==> src/rtl/adder_tree_pkg.sv <==
`default_nettype none
// ============================================================================
// Module   : adder_tree_pkg
// Brief    : Shared constants, lane index type and lane bit-mapping helper
//            for the adder-tree operand loader.
// Revision : 1.0 - initial release
// ============================================================================
package adder_tree_pkg;

  localparam int ADDER_WIDTH = 14;
  localparam int LANES       = 8;
  localparam int LANE_IDX_W  = $clog2(LANES);

  typedef logic [LANE_IDX_W-1:0] lane_idx_t;

  // LSB position of lane k inside a flattened lane vector.
  function automatic int LANE_LSB(input int k, input int width = ADDER_WIDTH);
    return k * width;
  endfunction

endpackage
`default_nettype wire

==> src/rtl/adder_tree_lane_bank.sv <==
`default_nettype none
// ============================================================================
// Module   : adder_tree_lane_bank
// Brief    : LANES x WIDTH register array with one indexed write port and a
//            parallel load port; contents presented as a flat lane vector.
// Revision : 1.0 - initial release
// ============================================================================
module adder_tree_lane_bank
  import adder_tree_pkg::*;
#(
  parameter int WIDTH  = ADDER_WIDTH,
  parameter int LANES  = adder_tree_pkg::LANES,
  parameter int IDX_W  = $clog2(LANES)
) (
  input  logic                   clk,
  input  logic                   reset,
  input  logic                   wr_en,
  input  logic [IDX_W-1:0]       wr_idx,
  input  logic [WIDTH-1:0]       wr_data,
  input  logic                   ld_en,
  input  logic [LANES*WIDTH-1:0] ld_data,
  output logic [LANES*WIDTH-1:0] q
);

  logic [WIDTH-1:0] bank_q [LANES];
  logic [WIDTH-1:0] bank_d [LANES];

  // Next contents: a parallel load replaces all lanes, an indexed write
  // then updates a single lane (the two ports are never both used on one
  // instance, so their ordering carries no meaning).
  always_comb begin
    for (int k = 0; k < LANES; k++) begin
      bank_d[k] = bank_q[k];
    end
    if (ld_en) begin
      for (int k = 0; k < LANES; k++) begin
        bank_d[k] = ld_data[LANE_LSB(k, WIDTH) +: WIDTH];
      end
    end
    if (wr_en) begin
      bank_d[wr_idx] = wr_data;
    end
  end

  // Lane storage registers, cleared on reset.
  always_ff @(posedge clk) begin
    for (int k = 0; k < LANES; k++) begin
      if (reset) begin
        bank_q[k] <= '0;
      end else begin
        bank_q[k] <= bank_d[k];
      end
    end
  end

  generate
    for (genvar k = 0; k < LANES; k++) begin : g_lane_out
      assign q[LANE_LSB(k, WIDTH) +: WIDTH] = bank_q[k];
    end
  endgenerate

endmodule
`default_nettype wire

==> src/rtl/adder_tree_operand_loader.sv <==
`default_nettype none
// ============================================================================
// Module   : adder_tree_operand_loader
// Brief    : Gathers a serial valid/ready word stream into groups of LANES
//            words using a fill bank and an output bank, presenting each
//            complete group in parallel to the adder tree.
// Revision : 1.0 - initial release
// ============================================================================
module adder_tree_operand_loader
  import adder_tree_pkg::*;
#(
  parameter int ADDER_WIDTH = adder_tree_pkg::ADDER_WIDTH,
  parameter int LANES       = adder_tree_pkg::LANES
) (
  input  logic                         clk,
  input  logic                         reset,
  input  logic [ADDER_WIDTH-1:0]       in_data,
  input  logic                         in_valid,
  output logic                         in_ready,
  output logic [LANES*ADDER_WIDTH-1:0] out_lanes,
  output logic                         out_valid,
  input  logic                         out_ready,
  output logic [15:0]                  group_count
);

  localparam int IDX_W = $clog2(LANES);
  localparam logic [IDX_W-1:0] LAST_IDX = IDX_W'(LANES - 1);

  logic [IDX_W-1:0] wr_idx_q, wr_idx_d;
  logic             fill_full_q, fill_full_d;
  logic             out_valid_q, out_valid_d;
  logic [15:0]      group_count_q, group_count_d;

  logic                         out_free;
  logic                         xfer;
  logic                         accept;
  logic [LANES*ADDER_WIDTH-1:0] fill_lanes;

  // Handshake: the output bank is free when empty or being drained this
  // cycle; a full fill bank accepts again in the cycle it moves out, which
  // gives the out_ready -> in_ready combinational path.
  always_comb begin
    out_free = !out_valid_q || out_ready;
    xfer     = fill_full_q && out_free;
    in_ready = !fill_full_q || xfer;
    accept   = in_valid && in_ready;
  end

  // Next-state for write index, bank flags and group counter.
  always_comb begin
    wr_idx_d      = wr_idx_q;
    fill_full_d   = fill_full_q;
    out_valid_d   = out_valid_q;
    group_count_d = group_count_q;

    // A transfer empties the fill bank; an accept of the last lane refills
    // the flag afterwards. Both in one cycle cannot happen because an
    // accept during a transfer always lands in lane 0.
    if (xfer) begin
      fill_full_d   = 1'b0;
      out_valid_d   = 1'b1;
      group_count_d = group_count_q + 16'd1;
    end else if (out_valid_q && out_ready) begin
      out_valid_d = 1'b0;
    end

    if (accept) begin
      if (wr_idx_q == LAST_IDX) begin
        wr_idx_d    = '0;
        fill_full_d = 1'b1;
      end else begin
        wr_idx_d = wr_idx_q + 1'b1;
      end
    end
  end

  // Control registers.
  always_ff @(posedge clk) begin
    if (reset) begin
      wr_idx_q      <= '0;
      fill_full_q   <= 1'b0;
      out_valid_q   <= 1'b0;
      group_count_q <= '0;
    end else begin
      wr_idx_q      <= wr_idx_d;
      fill_full_q   <= fill_full_d;
      out_valid_q   <= out_valid_d;
      group_count_q <= group_count_d;
    end
  end

  adder_tree_lane_bank #(
    .WIDTH (ADDER_WIDTH),
    .LANES (LANES),
    .IDX_W (IDX_W)
  ) u_fill_bank (
    .clk     (clk),
    .reset   (reset),
    .wr_en   (accept),
    .wr_idx  (wr_idx_q),
    .wr_data (in_data),
    .ld_en   (1'b0),
    .ld_data ('0),
    .q       (fill_lanes)
  );

  adder_tree_lane_bank #(
    .WIDTH (ADDER_WIDTH),
    .LANES (LANES),
    .IDX_W (IDX_W)
  ) u_out_bank (
    .clk     (clk),
    .reset   (reset),
    .wr_en   (1'b0),
    .wr_idx  ('0),
    .wr_data ('0),
    .ld_en   (xfer),
    .ld_data (fill_lanes),
    .q       (out_lanes)
  );

  assign out_valid   = out_valid_q;
  assign group_count = group_count_q;

endmodule
`default_nettype wire

==> config.mk <==
export PLATFORM = sky130hd
export DESIGN_NAME = adder_tree_operand_loader
export DESIGN_NICKNAME = d
export VERILOG_FILES = /design/src/rtl/adder_tree_pkg.sv /design/src/rtl/adder_tree_lane_bank.sv /design/src/rtl/adder_tree_operand_loader.sv
export SDC_FILE = /design/constraint.sdc
export NUM_CORES = 1
export LEC_CHECK = 0
export CAP_MARGIN = 30
export CORE_MARGIN = 8
export CORE_UTILIZATION = 59
export CTS_BUF_LIST = sky130_fd_sc_hd__clkbuf_8
export CTS_CLUSTER_SIZE = 20
export DETAILED_ROUTE_END_ITERATION = 10
export PLACE_DENSITY = 0.87
export SLEW_MARGIN = 15
export SYNTH_ARGS = -nofsm -noshare
export SYNTH_HDL_FRONTEND = slang
export SYNTH_SLANG_ARGS = --single-unit
==> constraint.sdc <==
create_clock -name clk -period 2.3 [get_ports clk]
set_input_delay 0.23 -clock clk [delete_from_list [all_inputs] [get_ports clk]]
set_output_delay 0.23 -clock clk [all_outputs]
set_load 0.05 [all_outputs]
======== Yosys cells after proc, flatten, opt, wreduce, memory -nomap -nowiden ========
Memories as Yosys holds them, arrays and structs flattened.
Cells that the tools add are included.
word-level totals
  logic and storage cells ................. 67
  bits of input ports ..................... 18
  bits in registers ....................... 21
  memory bits (writable) .................. 224
  memories kept ........................... 2
  output and inout port bits .............. 130
cells by class
  add/subtract/negate cells ............... 2
  order comparisons ....................... 2
  bitwise operators ....................... 17
  reduce and logical (&&, ||, !) cells .... 9
  mux-type cells .......................... 30
  equality and inequality tests ........... 1
memory list
  name                words  width  rd ports  clocked after Yosys merged registers in  wr ports  line                        source
  u_fill_bank.bank_q  8      14     8         0                                        8         adder_tree_lane_bank.sv:25  logic [WIDTH-1:0] bank_q [LANES];
  u_out_bank.bank_q   8      14     8         0                                        8         adder_tree_lane_bank.sv:25
operator list
  kind                     number
  $mux W14                 17
  $mux W112                2
  $bwmux W112              1
  $demux W14 S3            1
  $add A16 B1 Y16 const B  1
  $or A1 B1 Y1             16
  $mux W1                  8
  $ge A4 B4 Y1 const B     1
  $logic_and A1 B1 Y1      4
  $lt A4 B1 Y1 const B     1
  $not A3 Y4               1
  $add A3 B1 Y3 const B    1
  $eq A3 B3 Y1 const B     1
  $mux W3                  1
  $logic_not A1 Y1         2
  $logic_or A1 B1 Y1       2
  $reduce_bool A2 Y1       1

======== Depth between registers and ports, before layout ========
  depth after elaboration ................. 8
  depth in mapped cells ................... 7
  mapped depth without buffers ............ 5

======== Cells and area by module ========
Synthesis repeated with hierarchy kept, for this count alone.
unflattened totals
  cell total of the unflattened synthesis .. 1151
  area total of the unflattened synthesis .. 11074.4 um2
by module, submodules not included
  module                     seq. area each (um2)  cells an instance  area each (um2)  instances
  adder_tree_lane_bank       2242.2                519                5061.1           2
  adder_tree_operand_loader  420.4                 113                952.2            1

======== Worst setup path after synthesis ========
OpenSTA, ideal clock, no wires.
  path kind ............................... reg2reg
  from .................................... register group_count_q[0], in the netlist group_count[0]
  to ...................................... register group_count_q[14], in the netlist group_count[14]
  path buffers ............................ 0
  clock period less this slack ............ 1.987 ns
  cell stages (with the launch flop) ...... 6
  data arrival time ....................... 1.918 ns
  setup slack ............................. 0.313 ns
  required time ........................... 2.230 ns
  setup time .............................. 0.070 ns
  cell sequence ........................... dfxtp_1 ha_1 and3_1 nand3_1 or4_1 a21oi_1
between the ends
  longest elaborated chain between the ends .. 1
ends and longest elaborated chain
  what                    line                             source
  from (decl)             adder_tree_operand_loader.sv:32  logic [15:0] group_count_q, group_count_d;
  from (signal assigned)  adder_tree_operand_loader.sv:88  group_count_q <= group_count_d;
  $add A16 B1 Y16         adder_tree_operand_loader.sv:62  group_count_d = group_count_q + 16'd1;
No other way between the ends.
A chain may end at the register's enable or synchronous reset.

======== Worst setup path after layout ========
  from .................................... register fill_full_q
  to ...................................... output port in_ready
between the ends
  longest elaborated chain between the ends .. 2
  elaborated cells between the ends (all ways) .. 3
  classes of those cells .................. 3 x reduce/logical
ends and longest elaborated chain
  what                                                     line                                                              source
  from (decl)                                              adder_tree_operand_loader.sv:30                                   logic fill_full_q, fill_full_d;
  from (signal assigned)                                   adder_tree_operand_loader.sv:86                                   fill_full_q <= fill_full_d;
  $logic_not A1 Y1 or $logic_and A1 B1 Y1 (tied branches)  adder_tree_operand_loader.sv:45, adder_tree_operand_loader.sv:44
  $logic_or A1 B1 Y1 *                                     adder_tree_operand_loader.sv:45                                   in_ready = !fill_full_q || xfer;
  to (decl)                                                adder_tree_operand_loader.sv:19                                   output logic in_ready,
Mark *: on every way between the ends. The rest lies on a longest branch, timed or not.

==> impl_results.md <==
- Status: finished clean
- Worst VDD drop: between 0.5 and 0.6 mV
- Final #Nets: ~1100
- Critical path arrival: 1900 ps
- Avg Cell Area, Syn: 9.02 µm²
- Tot Pwr: 8.22 mW
- FF-to-FF End: u_fill_bank.bank_q[1][26]
- Most frequent cells in the layout: dfxtp_1 (245), nand2_1 (233), clkdlybuf4s50_1 (145), a21oi_1 (125), nor2_1 (121)
- Vias/cell: 5.41
- Worst Setup End Kind: output pin
- Critical path type: flip-flop to output pin
- Core outline area: around 15000 µm²
- DRC errors left: 0
- Area leader, netlist: dfxtp_1
- DIE HEIGHT: 138 µm
- # resized after CTS: 0
- Post-Layout Cell Count: ~1300
- Worst hold start: reset
- Final hold vios: 0
- First-pass GRT wire length: 35.7 mm
- Drt wl/cell: between 15 and 20 µm
- Synth unique cells: 34
- Clk_skew: 10.6 ps
- Routability cong.: 0.784
- Maximum root-to-sink buffer count: 3
- HPWL Detailed: between 10 and 15 mm
- Die W: 138 µm
- Class of the worst hold path: input pin to flip-flop
- Overall Global Routing Usage: between 20% and 30%
- Mapped Cells: 978
- Clk Latency, worst-skew pair: 520 ps
- Final setup fails: 0
- WHS Path Cells: 2
- CTS root buf: clkbuf_8
- Register area share after synthesis: 55.6%
- Startpoint types: flip-flop
- PwrDens: ~730 nW/µm²
- RSZ-0062 raised after global routing: false
- MaxCap Viol Count: 0
- Io pins: about 150
- H-tree depth: 2
- FP Rows: 44
- Post-route clock period utilization: 92.8%
- Initial core utilization: 60.4%
- Slew @ Worst Pin: 637 ps
- 1st-pass router iterations: 5
- F_max: 0.469 GHz
- # diodes: 0
- Post-Route WL: between 20 and 25 mm
- Reg2Reg Launch Point: fill_full_q
- Vias in the first global route: 6844
- Yosys warns: 0
- Clk slew on worst S/H paths: 60 ps
- Fraction of layout cells with a size suffix above 1: 7.55%
- Number of synthesized register bits: 245
- Post-route ant nets: 0
- Cell Area, Synth: 8820 µm²
- Final core utilization: roughly three quarters
- CTS tree: built
- Hold slack: around 150 ps
- TritonCTS Buffers: 40
- Share of the synthesized area in the top cell type: 55.6%
- Die area: ~19000 µm²
- Crit path max fanout: 12
- R2r worst-path depth: 5
- Initial antenna violation count: 0
- Hold Crit Endpoint: u_fill_bank.bank_q[0][6]
- Via count: between 7000 and 8000
- Dpl cells: 1252
- Initial drt markers: 514
- LEAKAGE: 4.74 nW
- Crit path time final: 2130 ps
- CP required: 2070 ps
- Grt met1 use: 27.1%
- Synth Net Count: 999
- CTS sink count: 245
- Largest cells by area after synthesis: dfxtp_1 (56%), mux2i_1 (13%), nand2_1 (10%), a21oi_1 (7.1%), nor2_1 (5.2%)
- Worst rel slew slack: 57.4%
- Total negative setup slack: 0 ps
- Synth-to-Final Area Change: 27.1%
- GR peak layer: met2
- Pin count of the biggest net entering global routing: 71
- # port buffers: between 100 and 150
- Commonest non-fill, non-tap cell in the layout: dfxtp_1
- GR Util met3: approximately 6.3%
- Met2 usage: 38.1%
- Reg2Reg Setup Slack: 380 ps
- GRT Residual Overflow: 0
- Final Max Tran Viols: 0
cell usage after synthesis:
cell type and instances:
or3_1 3, dfxtp_1 245, and3_2 1, nand2_1 234, clkbuf_1 50, nand2b_1 1, o31ai_1 4, buf_6 2
o21ai_0 3, nor2_1 121, mux2i_1 112, nand3_1 7, or3_2 1, and4_1 1, nor2b_1 2, buf_2 12
or4_1 4, nand4b_1 4, nand4b_2 1, xnor2_1 1, and2_1 2, and4_4 1, nand4_1 9, clkbuf_8 2
xor2_1 7, inv_1 2, buf_4 6, nand3b_1 1, and2_2 1, ha_1 3, a21oi_1 125, and3_1 2
nand4_4 1, buf_1 7
worst max path at each step:
stage,endpoint,cells past startpoint,from,slack (ps)
after floorplan,group_count[14],5,group_count[0],310
after global placement,u_fill_bank.bank_q[0][29],6,out_ready,360
after detailed placement,group_count[15],5,out_ready,260
after CTS,in_ready,3,fill_full_q,140
after global routing,in_ready,3,fill_full_q,20
final,in_ready,3,fill_full_q,170
through the flow:
stage / worst slack, ps / instance area [µm²]
after CTS: 137 / 11200
after global placement: 360 / 10400
after detailed placement: 256 / 10400
after floorplan: 313 / 8820
after global routing: 16.3 / 11200
final: 166 / 11200
registers in the layout, summed over array words and instances, names as in the netlist:
register,count
fill_full_q,1
group_count,16
out_valid,1
u_fill_bank.bank_q,112
u_out_bank.bank_q,112
wr_idx_q,3
power breakdown:
group / internal, mW / switching [mW] / total [mW]
registers: 4.28 / 0.0223 / 4.30
clock network: 2.00 / 1.63 / 3.63
logic: 0.0986 / 0.185 / 0.284
cells by family (layout without fill, tap and decap cells):
| kind of cell | Yosys count | after routing | share of synthesized area [%] |
|---|---|---|---|
| AO/OA/AOI/OAI | 132 | 132 | 7.60 |
| flip-flops | 245 | 245 | 55.6 |
| adder cells (fa/ha/maj) | 3 | 3 | 0.426 |
| multiplexers | 112 | 112 | 12.7 |
| XOR/XNOR | 8 | 8 | 0.795 |
| buffers and inverters | 81 | 242 | 4.27 |
| AND/OR/NAND/NOR | 397 | 397 | 18.6 |
routing by layer:
metal  vias to the layer above  part of all wire [%]
li1                       3483                     -
met1                      3403                    41
met2                       236                    49
met3                        36                   7.4
met4                         0                   2.1
met5                         -                     0
cell type report:
class                      instances  area [µm²]
clock buffer                      48         661
clock inverter                    23         124
fill                            1018        3380
inverter                           2        7.51
multi-input combinational        652        3550
sequential                       245        4900
tap                              184         230
timing repair buffer             169        1740
repair_timing:
item	CTS	global route
setup buffers	0	0
hold buffers	0	0
setup endpoints to repair	0	1
worst max-delay path, stage by stage, from the launching register on:
cell      delay, ps
dfxtp_1         590
nand3b_1        360
buf_4           280
buf_12          150
(Power assumes the default switching activity.)
